`config.mk`:
```
export PLATFORM = sky130hd
export DESIGN_NAME = ctxt_byte_serializer
export DESIGN_NICKNAME = d
export VERILOG_FILES = /design/src/rtl/rst_cipher_pkg.sv /design/src/rtl/pair_fifo.sv /design/src/rtl/ctxt_byte_serializer.sv
export SDC_FILE = /design/constraint.sdc
export NUM_CORES = 1
export LEC_CHECK = 0
export CAP_MARGIN = 25
export CORE_ASPECT_RATIO = 1.2
export CORE_MARGIN = 3
export CORE_UTILIZATION = 62
export CTS_BUF_LIST = sky130_fd_sc_hd__clkbuf_16
export CTS_CLUSTER_SIZE = 30
export DETAILED_ROUTE_END_ITERATION = 10
export DONT_BUFFER_PORTS = 1
export MAX_ROUTING_LAYER = met4
export PLACE_DENSITY = 0.77
export RECOVER_POWER = 25
export SLEW_MARGIN = 40
export SYNTH_ARGS = -nofsm -noshare
export SYNTH_HDL_FRONTEND = slang
export SYNTH_SLANG_ARGS = --single-unit
```
`constraint.sdc`:
```
create_clock -name clk -period 2.4 [get_ports clk]
set_input_delay 0.6 -clock clk [delete_from_list [all_inputs] [get_ports clk]]
set_output_delay 0.6 -clock clk [all_outputs]
set_load 0.02 [all_outputs]
```
`src/rtl/rst_cipher_pkg.sv`:
```
// rtl/rst_cipher_pkg.sv - shared types and constants for the RST cipher datapath
package rst_cipher_pkg;

    typedef enum logic [1:0] {
        SER_IDLE = 2'd0,
        SER_HI   = 2'd1,
        SER_LO   = 2'd2
    } ser_state_t;

    localparam logic [7:0] MARKER_CHAR = 8'h23;

    typedef struct packed {
        logic [7:0] row;
        logic [7:0] col;
    } ctxt_pair_t;

endpackage

```
`src/rtl/pair_fifo.sv`:
```
// rtl/pair_fifo.sv - single-clock FIFO with push/pop, full/empty and occupancy count
module pair_fifo #(
    parameter int DEPTH = 4,
    parameter int WIDTH = 16,
    localparam int AW = $clog2(DEPTH),
    localparam int CW = AW + 1
) (
    input  logic             clk,
    input  logic             rst_n,
    input  logic             push,
    input  logic [WIDTH-1:0] wdata,
    input  logic             pop,
    output logic [WIDTH-1:0] rdata,
    output logic             full,
    output logic             empty,
    output logic [CW-1:0]    count
);

    localparam logic [CW-1:0] DEPTH_C = CW'(DEPTH);

    logic [WIDTH-1:0] mem [DEPTH];
    logic [AW-1:0]    wr_ptr;
    logic [AW-1:0]    rd_ptr;
    logic             do_push;
    logic             do_pop;

    // A push into a full FIFO is only accepted when a pop frees the slot in the same cycle.
    assign do_pop  = pop && !empty;
    assign do_push = push && (!full || do_pop);

    assign full  = (count == DEPTH_C);
    assign empty = (count == '0);
    assign rdata = mem[rd_ptr];

    always_ff @(posedge clk or negedge rst_n) begin
        if (!rst_n) begin
            wr_ptr <= '0;
            rd_ptr <= '0;
            count  <= '0;
        end else begin
            if (do_push) wr_ptr <= wr_ptr + 1'b1;
            if (do_pop)  rd_ptr <= rd_ptr + 1'b1;
            case ({do_push, do_pop})
                2'b10:   count <= count + 1'b1;
                2'b01:   count <= count - 1'b1;
                default: count <= count;
            endcase
        end
    end

    always_ff @(posedge clk) begin
        if (do_push) mem[wr_ptr] <= wdata;
    end

endmodule

```
`src/rtl/ctxt_byte_serializer.sv`:
```
// rtl/ctxt_byte_serializer.sv - buffers ciphertext pairs and emits them as a byte stream; CTXT_SER_ERR_MARKER_EN adds "##" markers
module ctxt_byte_serializer
    import rst_cipher_pkg::*;
#(
    parameter int FIFO_DEPTH = 4
) (
    input  logic                          clk,
    input  logic                          rst_n,
    input  logic [15:0]                   ctxt_str,
    input  logic                          ctxt_ready,
    input  logic                          err_invalid_ptxt,
    output logic [7:0]                    out_byte,
    output logic                          out_valid,
    input  logic                          out_ready,
    output logic                          out_last,
    output logic [$clog2(FIFO_DEPTH):0]   fifo_count,
    output logic                          fifo_full,
    output logic                          overflow,
    input  logic                          ovf_clr
);

    ser_state_t state, state_next;
    ctxt_pair_t hold;
    ctxt_pair_t head;
    ctxt_pair_t push_data;
    logic       push_req;
    logic       pop;
    logic       fifo_empty;
    logic       drop;
    logic [7:0] byte_next;
    logic       valid_next;
    logic       last_next;

`ifdef CTXT_SER_ERR_MARKER_EN
    assign push_req  = ctxt_ready || err_invalid_ptxt;
    assign push_data = ctxt_ready ? ctxt_pair_t'(ctxt_str) : ctxt_pair_t'({MARKER_CHAR, MARKER_CHAR});
`else
    logic unused_err;
    assign unused_err = err_invalid_ptxt;
    assign push_req   = ctxt_ready;
    assign push_data  = ctxt_pair_t'(ctxt_str);
`endif

    assign drop = push_req && fifo_full && !pop;

    pair_fifo #(
        .DEPTH (FIFO_DEPTH),
        .WIDTH (16)
    ) u_fifo (
        .clk   (clk),
        .rst_n (rst_n),
        .push  (push_req),
        .wdata (push_data),
        .pop   (pop),
        .rdata (head),
        .full  (fifo_full),
        .empty (fifo_empty),
        .count (fifo_count)
    );

    always_ff @(posedge clk or negedge rst_n) begin
        if (!rst_n) begin
            state     <= SER_IDLE;
            hold      <= '0;
            out_byte  <= 8'h00;
            out_valid <= 1'b0;
            out_last  <= 1'b0;
            overflow  <= 1'b0;
        end else begin
            state     <= state_next;
            out_byte  <= byte_next;
            out_valid <= valid_next;
            out_last  <= last_next;
            if (pop) hold <= head;
            // A drop in the same cycle as a clear leaves the flag set.
            if (drop)         overflow <= 1'b1;
            else if (ovf_clr) overflow <= 1'b0;
        end
    end

    always_comb begin
        state_next = state;
        pop        = 1'b0;
        byte_next  = out_byte;
        valid_next = out_valid;
        last_next  = out_last;
        case (state)
            SER_IDLE: begin
                valid_next = 1'b0;
                if (!fifo_empty) begin
                    pop        = 1'b1;
                    state_next = SER_HI;
                    byte_next  = head.row;
                    valid_next = 1'b1;
                    last_next  = 1'b0;
                end
            end
            SER_HI: begin
                if (out_ready) begin
                    state_next = SER_LO;
                    byte_next  = hold.col;
                    last_next  = 1'b1;
                end
            end
            SER_LO: begin
                if (out_ready) begin
                    if (!fifo_empty) begin
                        pop        = 1'b1;
                        state_next = SER_HI;
                        byte_next  = head.row;
                        last_next  = 1'b0;
                    end else begin
                        state_next = SER_IDLE;
                        valid_next = 1'b0;
                        last_next  = 1'b0;
                    end
                end
            end
            default: begin
                state_next = SER_IDLE;
                valid_next = 1'b0;
                last_next  = 1'b0;
            end
        endcase
    end

endmodule

```
==> impl_metrics.env <==
export IMPL_rsz0062_at_grt="no"
export IMPL_period_share_pct=88.0
export IMPL_clock_root_buffer="clkbuf_16"
export IMPL_portBuffers=0
export IMPL_tightest_slew_ps=1410
export IMPL_crit_required_ps=2640
export IMPL_end_kind="flop"
export IMPL_nFillCells=344
export IMPL_wl_um=6360
export IMPL_maxCapViolCount=0
export IMPL_numCtsBuffers=9
export IMPL_dieArea_sq_um=6860
export IMPL_num_rows=30
export IMPL_place_area_sq_um=3800
export IMPL_clock_skew_ps=6.97
export IMPL_start_kind="flop"
export IMPL_die_x_um=76.1
export IMPL_ioPinCount=37
export IMPL_setup_viol=0
export IMPL_syn_inst=223
export IMPL_cts_tree="done"
export IMPL_crit_type="reg -> reg"
export IMPL_hold_violations=0
export IMPL_syn_nets=250
export IMPL_slew_viol_final=0
export IMPL_clk_insertion_delay_late_ps=330
export IMPL_yosysWarningCount=0
export IMPL_worstPathArrival_ps=2360
export IMPL_dp_hpwl_um=4330
export IMPL_diodes=0
export IMPL_postCtsSetupBuffers=0
export IMPL_drtIter0Drc=160
export IMPL_yosysTopAreaCell="edfxtp_1"
export IMPL_slew_headroom_pct=6.21
export IMPL_firstDrtPassIters=4
export IMPL_nets=262
export IMPL_finish_utilization_pct=71.8
export IMPL_overflow=0
export IMPL_grt_pass1_wl_um=11100
export IMPL_start_util_pct=64.5
export IMPL_postRouteAntennaNets=0
export IMPL_setup_tns_ps=0
export IMPL_grt_max_degree=28
export IMPL_layout_commonest_cell="edfxtp_1"
export IMPL_synth_area_leaders="edfxtp_1, dfrtp_1, mux4_2, nand2_1, a2bb2oi_1"
export IMPL_power_density_nw_per_um2=1390
export IMPL_area_growth_pct=11.2
export IMPL_h_tree_depth=3
export IMPL_dp_cells=303
export IMPL_vias_per_cell=6.09
export IMPL_leakage_nw=1.50
export IMPL_die_y_um=90.2
export IMPL_final_cell_mix="edfxtp_1, nand2_1, dfrtp_1, mux4_2, a21oi_1"
export IMPL_layout_min_cycle_time_ps=2110
export IMPL_antenna_found_initial=0
export IMPL_final_layout_size_suffix_gt1_share_pct=19.6
export IMPL_worstHoldPathType="in -> reg"
export IMPL_timing_fmax_mhz=473
export IMPL_ys_ff_latch=91
export IMPL_avgSynthCellArea_sq_um=16.4
export IMPL_path_clk_slew_ps=60
export IMPL_syn_area_sq_um=3660
export IMPL_cts_buffer_depth=2
export IMPL_cts_sinks=91
export IMPL_synth_top_area_share_pct=52.5
export IMPL_routed_via_count=1949
export IMPL_design_core_area_sq_um=5670
export IMPL_status="completed"
export IMPL_layout_cells_non_filler=320
export IMPL_grt_pass1_vias=2113
export IMPL_vdd_drop_max_mv=0.751
export IMPL_yosysSeqAreaShare_pct=71.0
export IMPL_synth_distinct_cells=36
export IMPL_drc=0
export IMPL_gp_congestion=0.827
export IMPL_post_drt_wl_per_cell_um=19.9
export IMPL_grt_usage_pct=22.0
export IMPL_finalInstanceArea_sq_um=4070
export IMPL_worstPathMaxFanout=5
[synth_stat cells (all sizes together)]
| library cell | instances |
|---|---|
| fa | 1 |
| nor3 | 2 |
| o211ai | 1 |
| clkbuf | 2 |
| nor2 | 2 |
| a32oi | 2 |
| inv | 9 |
| nor3b | 1 |
| o21ai | 6 |
| a41oi | 1 |
| ha | 4 |
| mux4 | 16 |
| edfxtp | 64 |
| a221oi | 1 |
| a31oi | 2 |
| and3 | 4 |
| nand3 | 2 |
| dfrtp | 27 |
| a21oi | 11 |
| buf | 8 |
| a2bb2oi | 8 |
| xnor2 | 4 |
| nor2b | 2 |
| or3 | 1 |
| o22ai | 1 |
| and2 | 1 |
| nor4 | 2 |
| nand2b | 2 |
| nand2 | 35 |
| o41ai | 1 |
[timing repair]
| action | 4_1_cts | 5_1_grt |
|---|---|---|
| setup endpoints to repair | 0 | 1 |
| resized for setup | 0 | 1 |
| hold buffers | 1 | 0 |
| endpoints found under the hold margin | 27 | 0 |
[cells by family (layout without fill, tap and decap cells)]
kind of cell / count (synthesis) / count (layout) / share of synthesized area [%]
flops: 91 / 91 / 71.0
simple gates: 54 / 54 / 6.94
compound gates: 34 / 34 / 6.94
buf+inv: 19 / 36 / 2.39
mux: 16 / 16 / 9.85
fa+ha+maj: 5 / 5 / 1.92
xor+xnor: 4 / 4 / 0.957
[layout make-up]
type	count	area, sq um	area share (%)
sequential	91	2600	63.8
multi-input combinational	113	985	24.2
clock buffer	9	225	5.54
tap	80	100	2.46
timing repair buffer	11	91.3	2.24
clock inverter	7	36.3	0.892
inverter	9	33.8	0.830
[flip-flops by register name, indices dropped and copies added (netlist names)]
signal         cells
out_valid          1
hold               8
u_fifo.mem        64
u_fifo.rd_ptr      2
overflow           1
u_fifo.wr_ptr      2
out_byte           8
u_fifo.count       3
state              2
[worst max-delay path, stage by stage (launching register included)]
cell and delay (ps):
dfrtp_1 500, nor3_1 570, nor4_2 110, inv_1 100
fa_1 420, inv_1 90, a21oi_1 60, o21ai_0 190
[per-stage QoR]
step           hold WS [ps]  power (mW)  setup slack, ps
2_1_floorplan           304        3.95              370
3_3_place_gp            305        4.35              326
3_5_place_dp            305        4.49              184
4_1_cts                76.1        5.73              157
5_1_grt                 346        6.04              127
6_report                362        5.67              287
[final timing paths]
kind	depth (start not counted)	to	startpoint	slack, ps
worst max register to register	7	u_fifo.count[1]	u_fifo.count[1]	290
worst min register to register	2	hold[0]	hold[0]	480
min in group asynchronous	1	hold[6]	rst_n	580
max in group asynchronous	1	u_fifo.count[0]	rst_n	990
worst max-delay path	7	u_fifo.count[1]	u_fifo.count[1]	290
worst min-delay path	0	u_fifo.mem[0][4]	ctxt_str[4]	360
[per-layer routing]
| layer | up-vias | track usage, % | part of all wire (%) |
|---|---|---|---|
| li1 | 874 | - | - |
| met1 | 996 | 25.6 | 38 |
| met2 | 59 | 35.6 | 52 |
| met3 | 20 | 6.61 | 6.3 |
| met4 | 0 | 10.1 | 2.9 |
| met5 | - | - | 0 |
[where the power goes]
| part | switching [mW] | total (mW) | internal (mW) | leakage, nW |
|---|---|---|---|---|
| clock network | 0.531 | 1.22 | 0.685 | 0.127 |
| registers | 0.464 | 2.63 | 2.17 | 0.908 |
| logic | 0.967 | 1.82 | 0.855 | 0.462 |
(Power assumes the default switching activity.)
